==> src/rtl/mc_ctrl_fsm.sv <==
// Multi-cycle RV32I control sequencer: one shared memory port serves instruction fetch and load/store.
// Define PERF_CNT_EN to build the cycle and retired-instruction counters; otherwise both ports read 0.
module mc_ctrl_fsm #(
  parameter int ST_W  = 4,
  parameter int CNT_W = 32
) (
  input  logic             clk,
  input  logic             rst,
  input  logic [31:0]      instr,
  input  logic             mem_ready,
  input  logic             EQ,
  input  logic             LT,
  output logic             MemRead,
  output logic             MemWrite,
  output logic             AdrSrc,
  output logic             IRWrite,
  output logic             PCWrite,
  output logic             RegWrite,
  output logic [1:0]       ResultSrc,
  output logic [1:0]       ALUSrcA,
  output logic [1:0]       ALUSrcB,
  output logic [1:0]       ALUOp,
  output logic [2:0]       ImmSrc,
  output logic             trap,
  output logic [ST_W-1:0]  state_o,
  output logic [CNT_W-1:0] cycle_cnt,
  output logic [CNT_W-1:0] instret_cnt
);

  typedef enum logic [3:0] {
    S_FETCH    = 4'd0,
    S_DECODE   = 4'd1,
    S_MEMADR   = 4'd2,
    S_MEMREAD  = 4'd3,
    S_MEMWB    = 4'd4,
    S_MEMWRITE = 4'd5,
    S_EXECR    = 4'd6,
    S_EXECI    = 4'd7,
    S_ALUWB    = 4'd8,
    S_BRANCH   = 4'd9,
    S_JAL      = 4'd10,
    S_JALR     = 4'd11,
    S_LUI      = 4'd12,
    S_AUIPC    = 4'd13,
    S_TRAP     = 4'd14
  } state_t;

  localparam logic [6:0] OP_LOAD   = 7'b0000011;
  localparam logic [6:0] OP_STORE  = 7'b0100011;
  localparam logic [6:0] OP_RTYPE  = 7'b0110011;
  localparam logic [6:0] OP_ITYPE  = 7'b0010011;
  localparam logic [6:0] OP_BRANCH = 7'b1100011;
  localparam logic [6:0] OP_JAL    = 7'b1101111;
  localparam logic [6:0] OP_JALR   = 7'b1100111;
  localparam logic [6:0] OP_LUI    = 7'b0110111;
  localparam logic [6:0] OP_AUIPC  = 7'b0010111;

  state_t     state_q;
  state_t     state_d;
  logic [6:0] opcode;
  logic [2:0] funct3;
  logic       br_take;
  logic       br_illegal;
  logic       unused_instr;

  assign opcode       = instr[6:0];
  assign funct3       = instr[14:12];
  assign unused_instr = ^{instr[31:15], instr[11:7]};

  // Opcode dispatch out of DECODE; anything unrecognised is an illegal instruction.
  function automatic state_t dispatch(input logic [6:0] op);
    case (op)
      OP_LOAD, OP_STORE: return S_MEMADR;
      OP_RTYPE:          return S_EXECR;
      OP_ITYPE:          return S_EXECI;
      OP_BRANCH:         return S_BRANCH;
      OP_JAL:            return S_JAL;
      OP_JALR:           return S_JALR;
      OP_LUI:            return S_LUI;
      OP_AUIPC:          return S_AUIPC;
      default:           return S_TRAP;
    endcase
  endfunction

  // The ALU has already applied signed/unsigned semantics to LT, so only polarity is chosen here.
  always_comb begin
    br_take    = 1'b0;
    br_illegal = 1'b0;
    case (funct3)
      3'b000:         br_take = EQ;
      3'b001:         br_take = ~EQ;
      3'b100, 3'b110: br_take = LT;
      3'b101, 3'b111: br_take = ~LT;
      default:        br_illegal = 1'b1;
    endcase
  end

  always_ff @(posedge clk or posedge rst) begin
    if (rst) begin
      state_q <= S_FETCH;
    end else begin
      state_q <= state_d;
    end
  end

  always_comb begin
    state_d   = state_q;
    MemRead   = 1'b0;
    MemWrite  = 1'b0;
    AdrSrc    = 1'b0;
    IRWrite   = 1'b0;
    PCWrite   = 1'b0;
    RegWrite  = 1'b0;
    ResultSrc = 2'b00;
    ALUSrcA   = 2'b00;
    ALUSrcB   = 2'b00;
    ALUOp     = 2'b00;
    ImmSrc    = 3'b000;
    trap      = 1'b0;
    case (state_q)
      S_FETCH: begin
        MemRead   = 1'b1;
        ALUSrcB   = 2'b10;
        ResultSrc = 2'b10;
        IRWrite   = mem_ready;
        PCWrite   = mem_ready;
        if (mem_ready) state_d = S_DECODE;
      end
      S_DECODE: begin
        ALUSrcA = 2'b01;
        ALUSrcB = 2'b01;
        ImmSrc  = (opcode == OP_JAL) ? 3'b100 : 3'b010;
        state_d = dispatch(opcode);
      end
      S_MEMADR: begin
        ALUSrcA = 2'b10;
        ALUSrcB = 2'b01;
        // opcode bit 5 separates store (0100011) from load (0000011)
        ImmSrc  = opcode[5] ? 3'b001 : 3'b000;
        state_d = opcode[5] ? S_MEMWRITE : S_MEMREAD;
      end
      S_MEMREAD: begin
        MemRead = 1'b1;
        AdrSrc  = 1'b1;
        if (mem_ready) state_d = S_MEMWB;
      end
      S_MEMWB: begin
        ResultSrc = 2'b01;
        RegWrite  = 1'b1;
        state_d   = S_FETCH;
      end
      S_MEMWRITE: begin
        MemWrite = 1'b1;
        AdrSrc   = 1'b1;
        if (mem_ready) state_d = S_FETCH;
      end
      S_EXECR: begin
        ALUSrcA = 2'b10;
        ALUOp   = 2'b10;
        state_d = S_ALUWB;
      end
      S_EXECI: begin
        ALUSrcA = 2'b10;
        ALUSrcB = 2'b01;
        ALUOp   = 2'b10;
        state_d = S_ALUWB;
      end
      S_ALUWB: begin
        RegWrite = 1'b1;
        state_d  = S_FETCH;
      end
      S_BRANCH: begin
        ALUSrcA = 2'b10;
        ALUOp   = 2'b01;
        PCWrite = br_take & ~br_illegal;
        state_d = br_illegal ? S_TRAP : S_FETCH;
      end
      S_JAL: begin
        PCWrite = 1'b1;
        ALUSrcA = 2'b01;
        ALUSrcB = 2'b10;
        state_d = S_ALUWB;
      end
      S_JALR: begin
        ALUSrcA = 2'b10;
        ALUSrcB = 2'b01;
        state_d = S_JAL;
      end
      S_LUI: begin
        ALUSrcA = 2'b11;
        ALUSrcB = 2'b01;
        ImmSrc  = 3'b011;
        state_d = S_ALUWB;
      end
      S_AUIPC: begin
        ALUSrcA = 2'b01;
        ALUSrcB = 2'b01;
        ImmSrc  = 3'b011;
        state_d = S_ALUWB;
      end
      S_TRAP: begin
        trap    = 1'b1;
        state_d = S_TRAP;
      end
      default: state_d = S_FETCH;
    endcase
    // Reset silences the datapath at once, abandoning any in-flight access.
    if (rst) begin
      MemRead   = 1'b0;
      MemWrite  = 1'b0;
      AdrSrc    = 1'b0;
      IRWrite   = 1'b0;
      PCWrite   = 1'b0;
      RegWrite  = 1'b0;
      ResultSrc = 2'b00;
      ALUSrcA   = 2'b00;
      ALUSrcB   = 2'b00;
      ALUOp     = 2'b00;
      ImmSrc    = 3'b000;
      trap      = 1'b0;
    end
  end

  assign state_o = ST_W'(state_q);

`ifdef PERF_CNT_EN
  logic [CNT_W-1:0] cycle_q;
  logic [CNT_W-1:0] instret_q;

  always_ff @(posedge clk or posedge rst) begin
    if (rst) begin
      cycle_q   <= '0;
      instret_q <= '0;
    end else begin
      cycle_q <= cycle_q + CNT_W'(1);
      if ((state_q != S_FETCH) && (state_d == S_FETCH)) instret_q <= instret_q + CNT_W'(1);
    end
  end

  assign cycle_cnt   = cycle_q;
  assign instret_cnt = instret_q;
`else
  assign cycle_cnt   = '0;
  assign instret_cnt = '0;
`endif

endmodule

==> config.mk <==
export PLATFORM = sky130hd
export DESIGN_NAME = mc_ctrl_fsm
export DESIGN_NICKNAME = d
export VERILOG_FILES = /design/src/rtl/mc_ctrl_fsm.sv
export SDC_FILE = /design/constraint.sdc
export NUM_CORES = 1
export LEC_CHECK = 0
export ABC_AREA = 1
export CAP_MARGIN = 20
export CORE_MARGIN = 3
export CORE_UTILIZATION = 66
export CTS_CLUSTER_DIAMETER = 120
export DETAILED_ROUTE_END_ITERATION = 7
export DONT_BUFFER_PORTS = 1
export MAX_ROUTING_LAYER = met4
export PLACE_DENSITY = 0.92
export RECOVER_POWER = 50
export SYNTH_ARGS = -nofsm -noshare
export SYNTH_HDL_FRONTEND = slang
export SYNTH_SLANG_ARGS = --single-unit
export TNS_END_PERCENT = 5
==> constraint.sdc <==
create_clock -name clk -period 3.7 [get_ports clk]
set_clock_uncertainty 0.2 [all_clocks]
set_input_delay 0.74 -clock clk [delete_from_list [all_inputs] [get_ports clk]]
set_output_delay 0.74 -clock clk [all_outputs]
set_load 0.005 [all_outputs]
==> impl_metrics.env <==
export IMPL_hold_path_class="in -> async"
export IMPL_setup_violations=0
export IMPL_setup_tns_final_ps=0
export IMPL_numCtsBuffers=3
export IMPL_rows=14
export IMPL_clock_sinks=4
export IMPL_dpl_hpwl_mm=1.92
export IMPL_critical_path_buf_inv_count=2
export IMPL_finalNetCount=229
export IMPL_fin_area_um2=902
export IMPL_syn_cell_area_um2=1130
export IMPL_layout_drive_gt1_share_pct=5.26
export IMPL_power_density_nw_per_um2=473
export IMPL_rsz0062_at_grt="false"
export IMPL_place_ws_ps=1420
export IMPL_slowest_stage="dfrtp_1"
export IMPL_grt_start_max_net_pins=18
export IMPL_cp_slowest_stage_delay_ps=440
export IMPL_p_leak_nw=0.549
export IMPL_worstSetupStartpoint="state_o[0]$_DFFE_PP0P_"
export IMPL_yosysTopAreaCell="buf_4"
export IMPL_grt_pass1_wl_mm=2.93
export IMPL_regToRegStartpoint="state_o[0]$_DFFE_PP0P_"
export IMPL_p_int_uw=179
export IMPL_route_antenna_remaining_nets=0
export IMPL_worst_ep_required_time_ps=2760
export IMPL_drc=0
export IMPL_seqPwrFrac_pct=23.8
export IMPL_ctsResizeCount=0
export IMPL_clk_pin_slew_ps=40
export IMPL_maxCapViolCount=0
export IMPL_first_pass_iters=4
export IMPL_fmax_mhz=390
export IMPL_cts_setup_buffers=0
export IMPL_synth_area_leaders="buf_4 (42%), nand2_1 (13%), dfrtp_1 (8.8%)"
export IMPL_cts_buffer_depth=2
export IMPL_startpoint_type="flop"
export IMPL_ios=123
export IMPL_swShare_pct=58.0
export IMPL_place_port_buffers=0
export IMPL_viasPerCell=4.56
export IMPL_syn_area_per_cell_um2=5.92
export IMPL_arrival_ps=1620
export IMPL_final_common_cell="conb_1"
export IMPL_finalHoldViolations=0
export IMPL_cts_hold_buffers=0
export IMPL_place_area_um2=895
export IMPL_ys_seq_area_share_pct=8.85
export IMPL_power_switching_uw=247
export IMPL_die_w_um=47.4
export IMPL_netlist_cell_type_count=23
export IMPL_comb_power_share_pct=63.0
export IMPL_coreArea_um2=1560
export IMPL_crit_path_end_kind="output port"
export IMPL_chipHeight_um=47.4
export IMPL_most_common_layout_cells="conb_1 (64), nand2_1 (38), nor2_1 (26)"
export IMPL_crit_fanout=6
export IMPL_worst_slack_ps=1140
export IMPL_die_area_um2=2250
export IMPL_ir_drop_mv=0.175
export IMPL_grt_ovfl_total=0
export IMPL_vias=940
export IMPL_syn_inst=191
export IMPL_path_cells="inv_1 -> nor2_1 -> nand2_2 -> inv_2 -> nand2_1 -> a21oi_1"
export IMPL_finalWirelength_mm=2.25
export IMPL_slew_viol_final=0
export IMPL_fillerInstances=179
export IMPL_timing_final_crit_share_pct=69.2
export IMPL_antenna_found_initial=0
export IMPL_status="complete, no violations"
export IMPL_synth_top_cell_area_share_pct=42.5
export IMPL_htree_levels=1
export IMPL_place_gp_congestion=0.867
export IMPL_synthToLayoutAreaGrowth_pct=-20.2
export IMPL_crit_type="reg -> out"
export IMPL_fin_crit_ps=2560
export IMPL_initial_core_util_pct=72.6
export IMPL_ys_warn_count=0
export IMPL_clk_latency_ps=240
export IMPL_largest_reg_flops=4
export IMPL_p_clk_share_pct=13.2
export IMPL_track_usage_pct=18.9
export IMPL_yosys_register_bits=4
export IMPL_cts_tree="done"
export IMPL_diodes=0
export IMPL_grt_pass1_vias=681
export IMPL_root_buffer="clkbuf_4"
export IMPL_post_drt_wl_per_cell_um=10.9
export IMPL_path_delay_family="simple AND/OR/NAND/NOR gates"
export IMPL_dr_first_iter_drc_count=19
[worst paths after layout]
check                                    endpoint  slack, ps  cells past startpoint
hold / removal             state_o[2]$_DFFE_PP0P_         90                      1
setup reg to reg           state_o[0]$_DFFE_PP0P_       1950                      8
hold reg to reg            state_o[3]$_DFFE_PP0P_        510                      2
min in group clk           state_o[3]$_DFFE_PP0P_        510                      2
setup / recovery                        ImmSrc[1]       1140                      6
max in group asynchronous  state_o[1]$_DFFE_PP0P_       3030                      1
[cells by family (layout without fill, tap and decap cells)]
group | count (synthesis) | count (layout) | synth area share, %
flops | 4 | 4 | 8.85
simple gates | 84 | 84 | 32.9
buf+inv | 84 | 20 | 49.2
other cells | 1 | 64 | 0.332
compound gates | 18 | 18 | 8.74
[metrics by stage]
step                      util, %  instances  power [mW]  hold WS (ps)
final                        57.9        206       0.427          88.4
after global routing         57.9        206       0.481           107
after CTS                    58.8        206       0.441          90.1
after detailed placement     57.4        203       0.383           345
after global placement       57.4        203       0.375           341
after floorplan                 -        254       0.383           419
[Yosys cell counts]
library cell / n
nand3b_1: 1
nor2_2: 4
nor2_4: 2
nor3_1: 5
o2111ai_1: 1
o21ai_1: 2
or2_4: 1
clkbuf_2: 1
buf_4: 64
nand4_1: 2
o21ai_0: 3
conb_1: 1
o211ai_1: 1
dfrtp_1: 4
nand2_1: 38
clkbuf_1: 2
a31oi_1: 2
nor2_1: 23
nand2_2: 1
inv_2: 4
a21oi_1: 9
inv_1: 13
nand3_1: 7
[worst register-to-register path, stage by stage (launching register included)]
cell and delay [ps]:
dfrtp_1 440, inv_1 140, nor2_1 290, nand2_2 160
inv_2 110, o211ai_1 100, nand2_1 70, nand2_1 40
o21ai_1 100
[per-layer routing]
layer  global-route usage [%]  vias to the layer above  part of all wire [%]
li1                         -                      467                     -
met1                     23.8                      406                    38
met2                     29.9                       62                    49
met3                     1.92                        5                    11
met4                     8.29                        0                   1.4
met5                        -                        -                     0
[power by group through the flow]
stage	clock, mW	combinational [mW]	sequential [mW]
after detailed placement	0	0.277	0.106
after global placement	0	0.271	0.104
after CTS	0.0567	0.279	0.105
final	0.0564	0.269	0.101
after floorplan	0	0.294	0.0888
after global routing	0.0594	0.316	0.105
[final cells by class]
class / count / area, um^2 / share of cell area, %
inverters: 17 / 63.8 / 7.07
multi-input cells: 166 / 696 / 77.1
well taps: 16 / 20.0 / 2.22
clock buffers: 3 / 22.5 / 2.50
flip-flops and latches: 4 / 100 / 11.1
Power figures use the tool's default switching activity.
